$ cat src/rtl/sif_xa_master.sv
// SIF X-side access initiator: queues host commands and issues them as
// single-cycle read/write strobes, returning read data on a valid/ready port.
module sif_xa_master #(
    parameter int AW        = 16,
    parameter int DW        = 16,
    parameter int RD_LAT    = 2,
    parameter int GAP       = 0,
    parameter int CMD_DEPTH = 4
) (
    input  logic          clk,
    input  logic          rst_n,
    input  logic          cmd_valid,
    output logic          cmd_ready,
    input  logic          cmd_wr,
    input  logic [AW-1:0] cmd_addr,
    input  logic [DW-1:0] cmd_wdata,
    output logic          rsp_valid,
    input  logic          rsp_ready,
    output logic [DW-1:0] rsp_rdata,
    output logic          xa_wr_s,
    output logic          xa_rd_s,
    output logic [AW-1:0] xa_addr,
    output logic [DW-1:0] xa_data_wr,
    input  logic [DW-1:0] xa_data_rd,
    output logic          busy,
    output logic [15:0]   wr_cnt,
    output logic [15:0]   rd_cnt
);

    localparam int PTR_W = $clog2(CMD_DEPTH);
    localparam int LAT_W = (RD_LAT > 1) ? $clog2(RD_LAT) : 1;
    localparam logic [LAT_W-1:0] LAT_LOAD = LAT_W'(RD_LAT - 1);
    localparam logic [3:0]       GAP_LOAD = (GAP > 0) ? 4'(GAP - 1) : 4'd0;
    localparam logic [PTR_W:0]   FULL_CNT = (PTR_W + 1)'(CMD_DEPTH);

    typedef enum logic [2:0] {
        S_IDLE,
        S_WR,
        S_RD,
        S_WAIT,
        S_RESP,
        S_GAPW
    } state_t;

    state_t state;
    state_t next_issue;

    logic          fifo_wr    [CMD_DEPTH];
    logic [AW-1:0] fifo_addr  [CMD_DEPTH];
    logic [DW-1:0] fifo_wdata [CMD_DEPTH];
    logic [PTR_W-1:0] wr_ptr;
    logic [PTR_W-1:0] rd_ptr;
    logic [PTR_W:0]   count;
    logic [PTR_W:0]   count_next;

    logic             push;
    logic             pop;
    logic             issue_slot;
    logic             fifo_empty;
    logic [AW-1:0]    cur_addr;
    logic [DW-1:0]    cur_wdata;
    logic [LAT_W-1:0] lat_cnt;
    logic [3:0]       gap_cnt;

    // A slot opens wherever the FSM is free to start the next command; with
    // GAP = 0 that includes the strobe and handshake cycles, giving back-to-back issue.
    always_comb begin
        push       = cmd_valid && cmd_ready;
        fifo_empty = (count == '0);
        next_issue = fifo_wr[rd_ptr] ? S_WR : S_RD;
        case (state)
            S_IDLE:  issue_slot = 1'b1;
            S_WR:    issue_slot = (GAP == 0);
            S_RESP:  issue_slot = rsp_ready && (GAP == 0);
            S_GAPW:  issue_slot = (gap_cnt == 4'd0);
            default: issue_slot = 1'b0;
        endcase
        pop        = issue_slot && !fifo_empty;
        count_next = count;
        if (push && !pop)
            count_next = count + (PTR_W + 1)'(1);
        else if (pop && !push)
            count_next = count - (PTR_W + 1)'(1);
    end

    always_ff @(posedge clk or negedge rst_n) begin
        if (!rst_n) begin
            wr_ptr    <= '0;
            rd_ptr    <= '0;
            count     <= '0;
            cmd_ready <= 1'b1;
        end else begin
            if (push)
                wr_ptr <= wr_ptr + PTR_W'(1);
            if (pop)
                rd_ptr <= rd_ptr + PTR_W'(1);
            count     <= count_next;
            cmd_ready <= (count_next != FULL_CNT);
        end
    end

    always_ff @(posedge clk) begin
        if (push) begin
            fifo_wr[wr_ptr]    <= cmd_wr;
            fifo_addr[wr_ptr]  <= cmd_addr;
            fifo_wdata[wr_ptr] <= cmd_wdata;
        end
        if (pop) begin
            cur_addr  <= fifo_addr[rd_ptr];
            cur_wdata <= fifo_wdata[rd_ptr];
        end
    end

    always_ff @(posedge clk or negedge rst_n) begin
        if (!rst_n) begin
            state      <= S_IDLE;
            xa_wr_s    <= 1'b0;
            xa_rd_s    <= 1'b0;
            xa_addr    <= '0;
            xa_data_wr <= '0;
            rsp_valid  <= 1'b0;
            rsp_rdata  <= '0;
            busy       <= 1'b0;
            wr_cnt     <= '0;
            rd_cnt     <= '0;
            lat_cnt    <= '0;
            gap_cnt    <= '0;
        end else begin
            xa_wr_s <= 1'b0;
            xa_rd_s <= 1'b0;
            busy    <= !fifo_empty || (state != S_IDLE);
            case (state)
                S_IDLE: begin
                    if (pop)
                        state <= next_issue;
                end
                S_WR: begin
                    xa_wr_s    <= 1'b1;
                    xa_addr    <= cur_addr;
                    xa_data_wr <= cur_wdata;
                    wr_cnt     <= wr_cnt + 16'd1;
                    if (GAP > 0) begin
                        state   <= S_GAPW;
                        gap_cnt <= GAP_LOAD;
                    end else begin
                        state <= pop ? next_issue : S_IDLE;
                    end
                end
                S_RD: begin
                    xa_rd_s <= 1'b1;
                    xa_addr <= cur_addr;
                    rd_cnt  <= rd_cnt + 16'd1;
                    lat_cnt <= LAT_LOAD;
                    state   <= S_WAIT;
                end
                S_WAIT: begin
                    if (lat_cnt == '0) begin
                        rsp_rdata <= xa_data_rd;
                        rsp_valid <= 1'b1;
                        state     <= S_RESP;
                    end else begin
                        lat_cnt <= lat_cnt - LAT_W'(1);
                    end
                end
                S_RESP: begin
                    if (rsp_ready) begin
                        rsp_valid <= 1'b0;
                        if (GAP > 0) begin
                            state   <= S_GAPW;
                            gap_cnt <= GAP_LOAD;
                        end else begin
                            state <= pop ? next_issue : S_IDLE;
                        end
                    end
                end
                S_GAPW: begin
                    if (gap_cnt == 4'd0)
                        state <= pop ? next_issue : S_IDLE;
                    else
                        gap_cnt <= gap_cnt - 4'd1;
                end
                default: state <= S_IDLE;
            endcase
        end
    end

endmodule

$ cat config.mk
export PLATFORM = sky130hd
export DESIGN_NAME = sif_xa_master
export DESIGN_NICKNAME = d
export VERILOG_FILES = /design/src/rtl/sif_xa_master.sv
export SDC_FILE = /design/constraint.sdc
export NUM_CORES = 1
export LEC_CHECK = 0
export CORE_MARGIN = 2
export CORE_UTILIZATION = 59
export CTS_CLUSTER_DIAMETER = 50
export DETAILED_ROUTE_END_ITERATION = 10
export PLACE_DENSITY = 0.95
export SLEW_MARGIN = 20
export SYNTH_ARGS = -nofsm -noshare
export SYNTH_HDL_FRONTEND = slang
export SYNTH_SLANG_ARGS = --single-unit
$ cat constraint.sdc
create_clock -name clk -period 5.6 [get_ports clk]
set_clock_uncertainty 0.05 [all_clocks]
set_input_delay 1.12 -clock clk [delete_from_list [all_inputs] [get_ports clk]]
set_output_delay 1.12 -clock clk [all_outputs]
set_load 0.05 [all_outputs]
## After elaboration in Yosys (flattened, before gate mapping)

Memories as Yosys holds them, arrays and structs flattened. A register that Yosys moved wholly into a read port is not among the register bits.
Index checks and enable logic that the tools add are counted.
Widths: inputs -> output; s select.

- Register bits after elaboration: 100
- Memory bits (writable): 132
- Input port bits: 53
- Output and inout port bits: 85
- Logic and storage cells: 78
- Memories: 3

Memory list:

| memory | words | bits a word | rd ports | clocked after memory_dff | wr ports | line | RTL |
|---|---|---|---|---|---|---|---|
| fifo_addr | 4 | 16 | 1 | 1 | 1 | 49 | `logic [AW-1:0] fifo_addr [CMD_DEPTH];` |
| fifo_wdata | 4 | 16 | 1 | 1 | 1 | 50 | `logic [DW-1:0] fifo_wdata [CMD_DEPTH];` |
| fifo_wr | 4 | 1 | 1 | 0 | 1 | 48 | `logic fifo_wr [CMD_DEPTH];` |

- Add/sub/neg operators: 8
- Eq/ne operators: 10
- Mux-type cells: 19
- Bitwise logic cells: 2
- Reductions and logical operators: 20

Operator list:

| cell | count |
|---|---|
| $add 16x1->16 const B | 2 |
| $mux 3 | 6 |
| $pmux 3 s6 | 1 |
| $ne 2x2->1 const B | 4 |
| $mux 1 | 7 |
| $eq 3x2->1 const B | 2 |
| $eq 3x3->1 const B | 2 |
| $logic_not 3->1 | 2 |
| $add 2x1->2 const B | 2 |
| $logic_and 1x1->1 | 4 |
| $logic_not 4->1 | 1 |
| $mux 2 | 2 |
| $pmux 1 s2 | 2 |
| $reduce_and 2->1 | 2 |
| $reduce_and 4->1 | 1 |
| $reduce_bool 2->1 | 2 |
| $reduce_or 2->1 | 2 |
| $sub 4x1->4 const B | 1 |
| $add 3x1->3 const B | 1 |
| $eq 3x1->1 const B | 1 |
| $logic_not 1->1 | 3 |
| $ne 3x3->1 const B | 1 |
| $pmux 1 s3 | 1 |
| $reduce_and 3->1 | 1 |
| other kinds (5) | 6 |

## Depth between registers and ports, before layout

- Word-level depth: 8
- Depth in mapped cells: 8
- Gate-level depth less buffers: 7

## Worst setup path before layout

Ideal clock, no wire load.

- Kind: input to register
- From: in rsp_ready
- To: reg count[2]
- Library setup time: 0.127 ns
- Arrival time: 2.494 ns
- Data required time: 5.423 ns
- Slack: 2.929 ns
- Stages: 6
- Buffers on the path: 1
- Cells stage by stage: nand2b_1 > a311o_1 > buf_2 > inv_2 > a21oi_1 > or2_2

- Cells in the longest elaborated chain, start to end: 5
- Elaborated cells between the ends (all ways): 7
- Classes of those cells: mux: 3; reduce/logical: 4

Ends and longest elaborated chain:

| what | line | RTL |
|---|---|---|
| from (decl) | 18 | `input logic rsp_ready,` |
| $pmux 1 s3 * | 71 | `case (state)` |
| $logic_and 1x1->1 * | 78 | `pop = issue_slot && !fifo_empty;` |
| via pop | 57 | `logic pop;` |
| $logic_and 1x1->1 / $logic_not 1->1 (equally long branches) | 82, 80 |  |
| $mux 3 / $logic_and 1x1->1 (equally long branches) | 82, 80 |  |
| $mux 3 * | 80 | `if (push && !pop)` |
| via count_next[2] | 54 | `logic [PTR_W:0] count_next;` |
| to (signal assigned) | 97 | `count <= count_next;` |
| to (decl) | 53 | `logic [PTR_W:0] count;` |

The timed path passes the listed nets; every way through them passes the cells marked *.
A chain may end at the register's enable or synchronous reset.

## Worst setup path after layout

- From: reg cmd_ready
- To: out cmd_ready

RTL lines:

| what | line | RTL |
|---|---|---|
| from (decl) | 13 | `output logic cmd_ready,` |
| from (signal assigned) | 98 | `cmd_ready <= (count_next != FULL_CNT);` |

No word-level cell between the ends.

==> summary.md <==
| Metric | Value |
|---|---|
| Result of the run | completed |
| Residual DRC count | 0 |
| Setup crit start kind | flip-flop |
| Req. time, crit path | about 4.4 ns |
| Routed wire length | between 15 and 20 mm |
| Total routing resource utilization after global routing | 22.44% |
| Dominant cells by area after synthesis | edfxtp_1 49%, dfrtp_1 25%, mux4_2 7.4% |
| # diodes | 0 |
| Gate count of the mapped netlist | roughly 530 |
| Maximum clock path buffer count | 3 |
| Top-Level Pins | about 140 |
| Sequential share of power | around two fifths |
| Number of resized instances in the post-cts repair step | 0 |
| First-pass GRT wire length | ~30 mm |
| Portion of total power attributed to the clock network | 23.6% |
| Initial core utilization | 60.31% |
| Count of port buffers added during placement | 137 |
| Post-synthesis register bit count | 264 |
| Net switching power of the design | about 2.7 mW |
| Final Net Count | 744 |
| Power, Total | between 7 and 8 mW |
| Minimum clock period after layout | about 3.1 ns |
| Violation count after the first detailed-route iteration | about 290 |
| Largest fanout on the critical path | 8 |
| Pwr per Cell Area | slightly above 600 mW/mm^2 |
| Hold path startpoint | wr_cnt[15] |
| Total iterations of the first detailed-routing run | 4 |
| Average cell area after synthesis | roughly 19 um^2 |
| Critical R2R Launch | count[0] |
| Number of buffers added by the clock tree synthesis step | 26 |
| Clock slew at the register clock pins of the worst setup and hold paths | roughly 0.06 ns |
| Largest net degree at the start of global routing | just under 70 |
| Post-synth top cells | 164 x edfxtp_1, 99 x dfrtp_1, 50 x mux2_2, 33 x mux4_2, 28 x xnor2_1 |
| Total Negative Setup Slacks | 0 ns |
| HPWL after DPL | around 12 mm |
| Clock sink count | ~260 |
| Cell Chain, Critical Path | clkdlybuf4s50_1 |
| Vias in the first global route | about 5500 |
| Most frequent cell after synthesis | edfxtp_1 |
| Setup bufs post-CTS | 0 |
| Largest area contributor in the netlist | edfxtp_1 |
| CP bufs+invs | 1 |
| Num rows | 47 |
| Logic gate share of total power | roughly 36% |
| Floorplan Core Area | ~0.017 mm^2 |
| Max-Cap Viols | 0 |
| Critical path data arrival time | 1.95 ns |
| Sw frac | a little over a third |
| Die footprint | roughly 0.018 mm^2 |
| Largest voltage drop on the vdd net | around 0.00044 V |
| Tightest Pin Transition | 0.9278 ns |
| Post-synthesis net count | 592 |
| Slowest cell on the critical path | clkdlybuf4s50_1 |
| Gr ovfl total | 0 |
| Worst hold margin | around 0.43 ns |
| Leakage component of the power | ~4.6 nW |
| Number of enable-type register cells in the synthesized netlist | 164 |
| Number of antenna violations at the first check in global routing | 0 |
| Die X | 134.2 um |
| Post-synthesis instance area | 0.01000 mm^2 |
| Vert. Die Dim | between 100 and 150 um |
| Number of cell instances on the worst register-to-register path | 7 |
| Area growth, synth to finish | 24.72% |
| Layout cells sized above 1 | a little over a fifth |
| Part of the Yosys area used for sequential elements | about three quarters |
| Root buffer cell | clkbuf_16 |
| Ratio of routed vias to standard cells | between 5 and 6 |
| Clock tree from TritonCTS | done |
| Wire per inst | roughly 21 um |
| Share of the synthesized area in the top cell type | just under 50% |
| Delay of the slowest cell on the worst path | about 0.85 ns |
| RSZ-0062 raised after global routing | no |
| Dominant register cell in the synthesized netlist | edfxtp_1 |
| Crit end category | output pin |
| Terminating pin of the worst hold path | wr_cnt[15] |
| Hold/Removal Path Class | reg2reg |
| Vias | between 5000 and 6000 |
| Cell Int Power | about 5 mW |
| Gate family responsible for the most delay along the worst path | buffers and inverters |
| Reg-to-reg setup timing slack | just under 3 ns |
| Final cycle utilization of the critical path | a little under three fifths |
| Final Slew Violations | 0 |
| Hold Path Cell Cnt | 1 |
| Gpl congestion | between 0.7 and 0.8 |
| Setup-failing EPs final | 0 |
| Crit path kind | reg2out |
| Count of different cell masters after synthesis | between 40 and 50 |
| Final antenna-violating net count | 0 |
| Deepest level of the CTS H-tree | 1 |
| Max-slew headroom | between 30% and 40% |
| Fmax | approximately 320 MHz |
| Count of yosys warnings during synthesis | 0 |
| Async set-or-reset flop fraction in the synthesized netlist | between 30% and 40% |
| Capture instance of the worst register-to-register path | count[2] |
| Hold bufs inserted after CTS | 0 |
| Core occupancy in the finished layout | about three quarters |
| Fin. Hold Viols | 0 |
| Worst skew pair latency | 0.53 ns |
-- worst max path at each step --
stage               startpoint        end  cells after the start
floorplan            rsp_ready   count[2]                      6
global placement     rsp_ready   count[2]                      6
detailed placement   rsp_ready   count[2]                      6
CTS                  cmd_ready  cmd_ready                      1
global route         cmd_ready  cmd_ready                      1
finish               cmd_ready  cmd_ready                      1
-- cells by family after synthesis --
family	after synthesis	synth area share, %
flops	264	74.28
xor+xnor	37	3.240
buf+inv	27	1.439
simple gates	88	5.267
compound gates	16	1.064
fa+ha+maj	11	1.351
mux	86	13.36
-- cell usage in the layout, fill, tap and decap left out, types with 3 or more instances in the layout --
cell type | Yosys | routed
edfxtp_1 | 164 | 164
clkdlybuf4s50_1 | 0 | 136
dfrtp_1 | 99 | 98
mux2_2 | 50 | 50
mux4_2 | 33 | 33
xnor2_1 | 28 | 28
clkbuf_16 | 0 | 27
nand2_1 | 24 | 24
nand3_1 | 13 | 13
ha_1 | 10 | 10
xor2_1 | 9 | 9
inv_1 | 7 | 7
nor2_1 | 7 | 7
nand4_1 | 6 | 6
clkbuf_1 | 4 | 6
buf_4 | 0 | 5
nor2b_1 | 4 | 4
o21ai_0 | 4 | 4
and3_2 | 0 | 4
nor3_2 | 4 | 4
bufinv_16 | 0 | 4
nand2b_1 | 3 | 3
a21oi_1 | 3 | 3
o22ai_1 | 3 | 3
mux2i_1 | 3 | 3
nor3_1 | 3 | 3
and3_1 | 7 | 3
clkinvlp_4 | 0 | 3
clkinv_2 | 0 | 3
-- flip-flops by register name, summed over array words and instances (netlist names) --
signal and count:
busy 1, cmd_ready 1, count 3, cur_addr 16
cur_wdata 16, fifo_addr 64, fifo_wdata 64, fifo_wr 4
gap_cnt 4, lat_cnt 1, rd_cnt 16, rd_ptr 2
rsp_rdata 16, rsp_valid 1, state 3, wr_cnt 16
wr_ptr 2, xa_addr 16, xa_data_wr 16, xa_rd_s 1
xa_wr_s 1
-- power groups by stage --
stage	Combinational, mW	Sequential, mW	Clock [mW]
after floorplan	1.21	3.80	0
after global placement	2.66	3.07	0
after detailed placement	2.78	3.12	0
after CTS	2.80	3.10	1.84
after global routing	2.93	3.15	1.91
final	2.77	3.10	1.81
-- routing by layer --
metal | part of all wire (%) | routed length, um | vias up | track usage (%)
met1 | 39 | 7621 | 2599 | 28.07
li1 | - | - | 2325 | -
met4 | 1.8 | 349 | 0 | 5.614
met3 | 6.7 | 1317 | 38 | 4.233
met5 | 0 | 0 | - | 0
met2 | 53 | 10400 | 206 | 40.73
-- layout make-up --
cell class	instances	area (um^2)
multi-input cells	238	2434
repair buffers	141	1399
well taps	220	275.3
inverters	10	40.04
fillers	912	4110
flip-flops and latches	264	7430
clock inverters	12	170.2
clock buffers	35	725.7
-- through the flow --
| step | instances | setup slack (ns) | cell area (um^2) |
|---|---|---|---|
| 4_1_cts | 920 | 2.460 | 12470 |
| 3_5_place_dp | 873 | 2.051 | 11580 |
| 2_1_floorplan | 529 | 2.929 | 10000 |
| 3_3_place_gp | 873 | 2.145 | 11580 |
| 6_report | 920 | 2.482 | 12470 |
| 5_1_grt | 920 | 2.437 | 12470 |
Note: power is estimated with default switching activity, not from simulation.
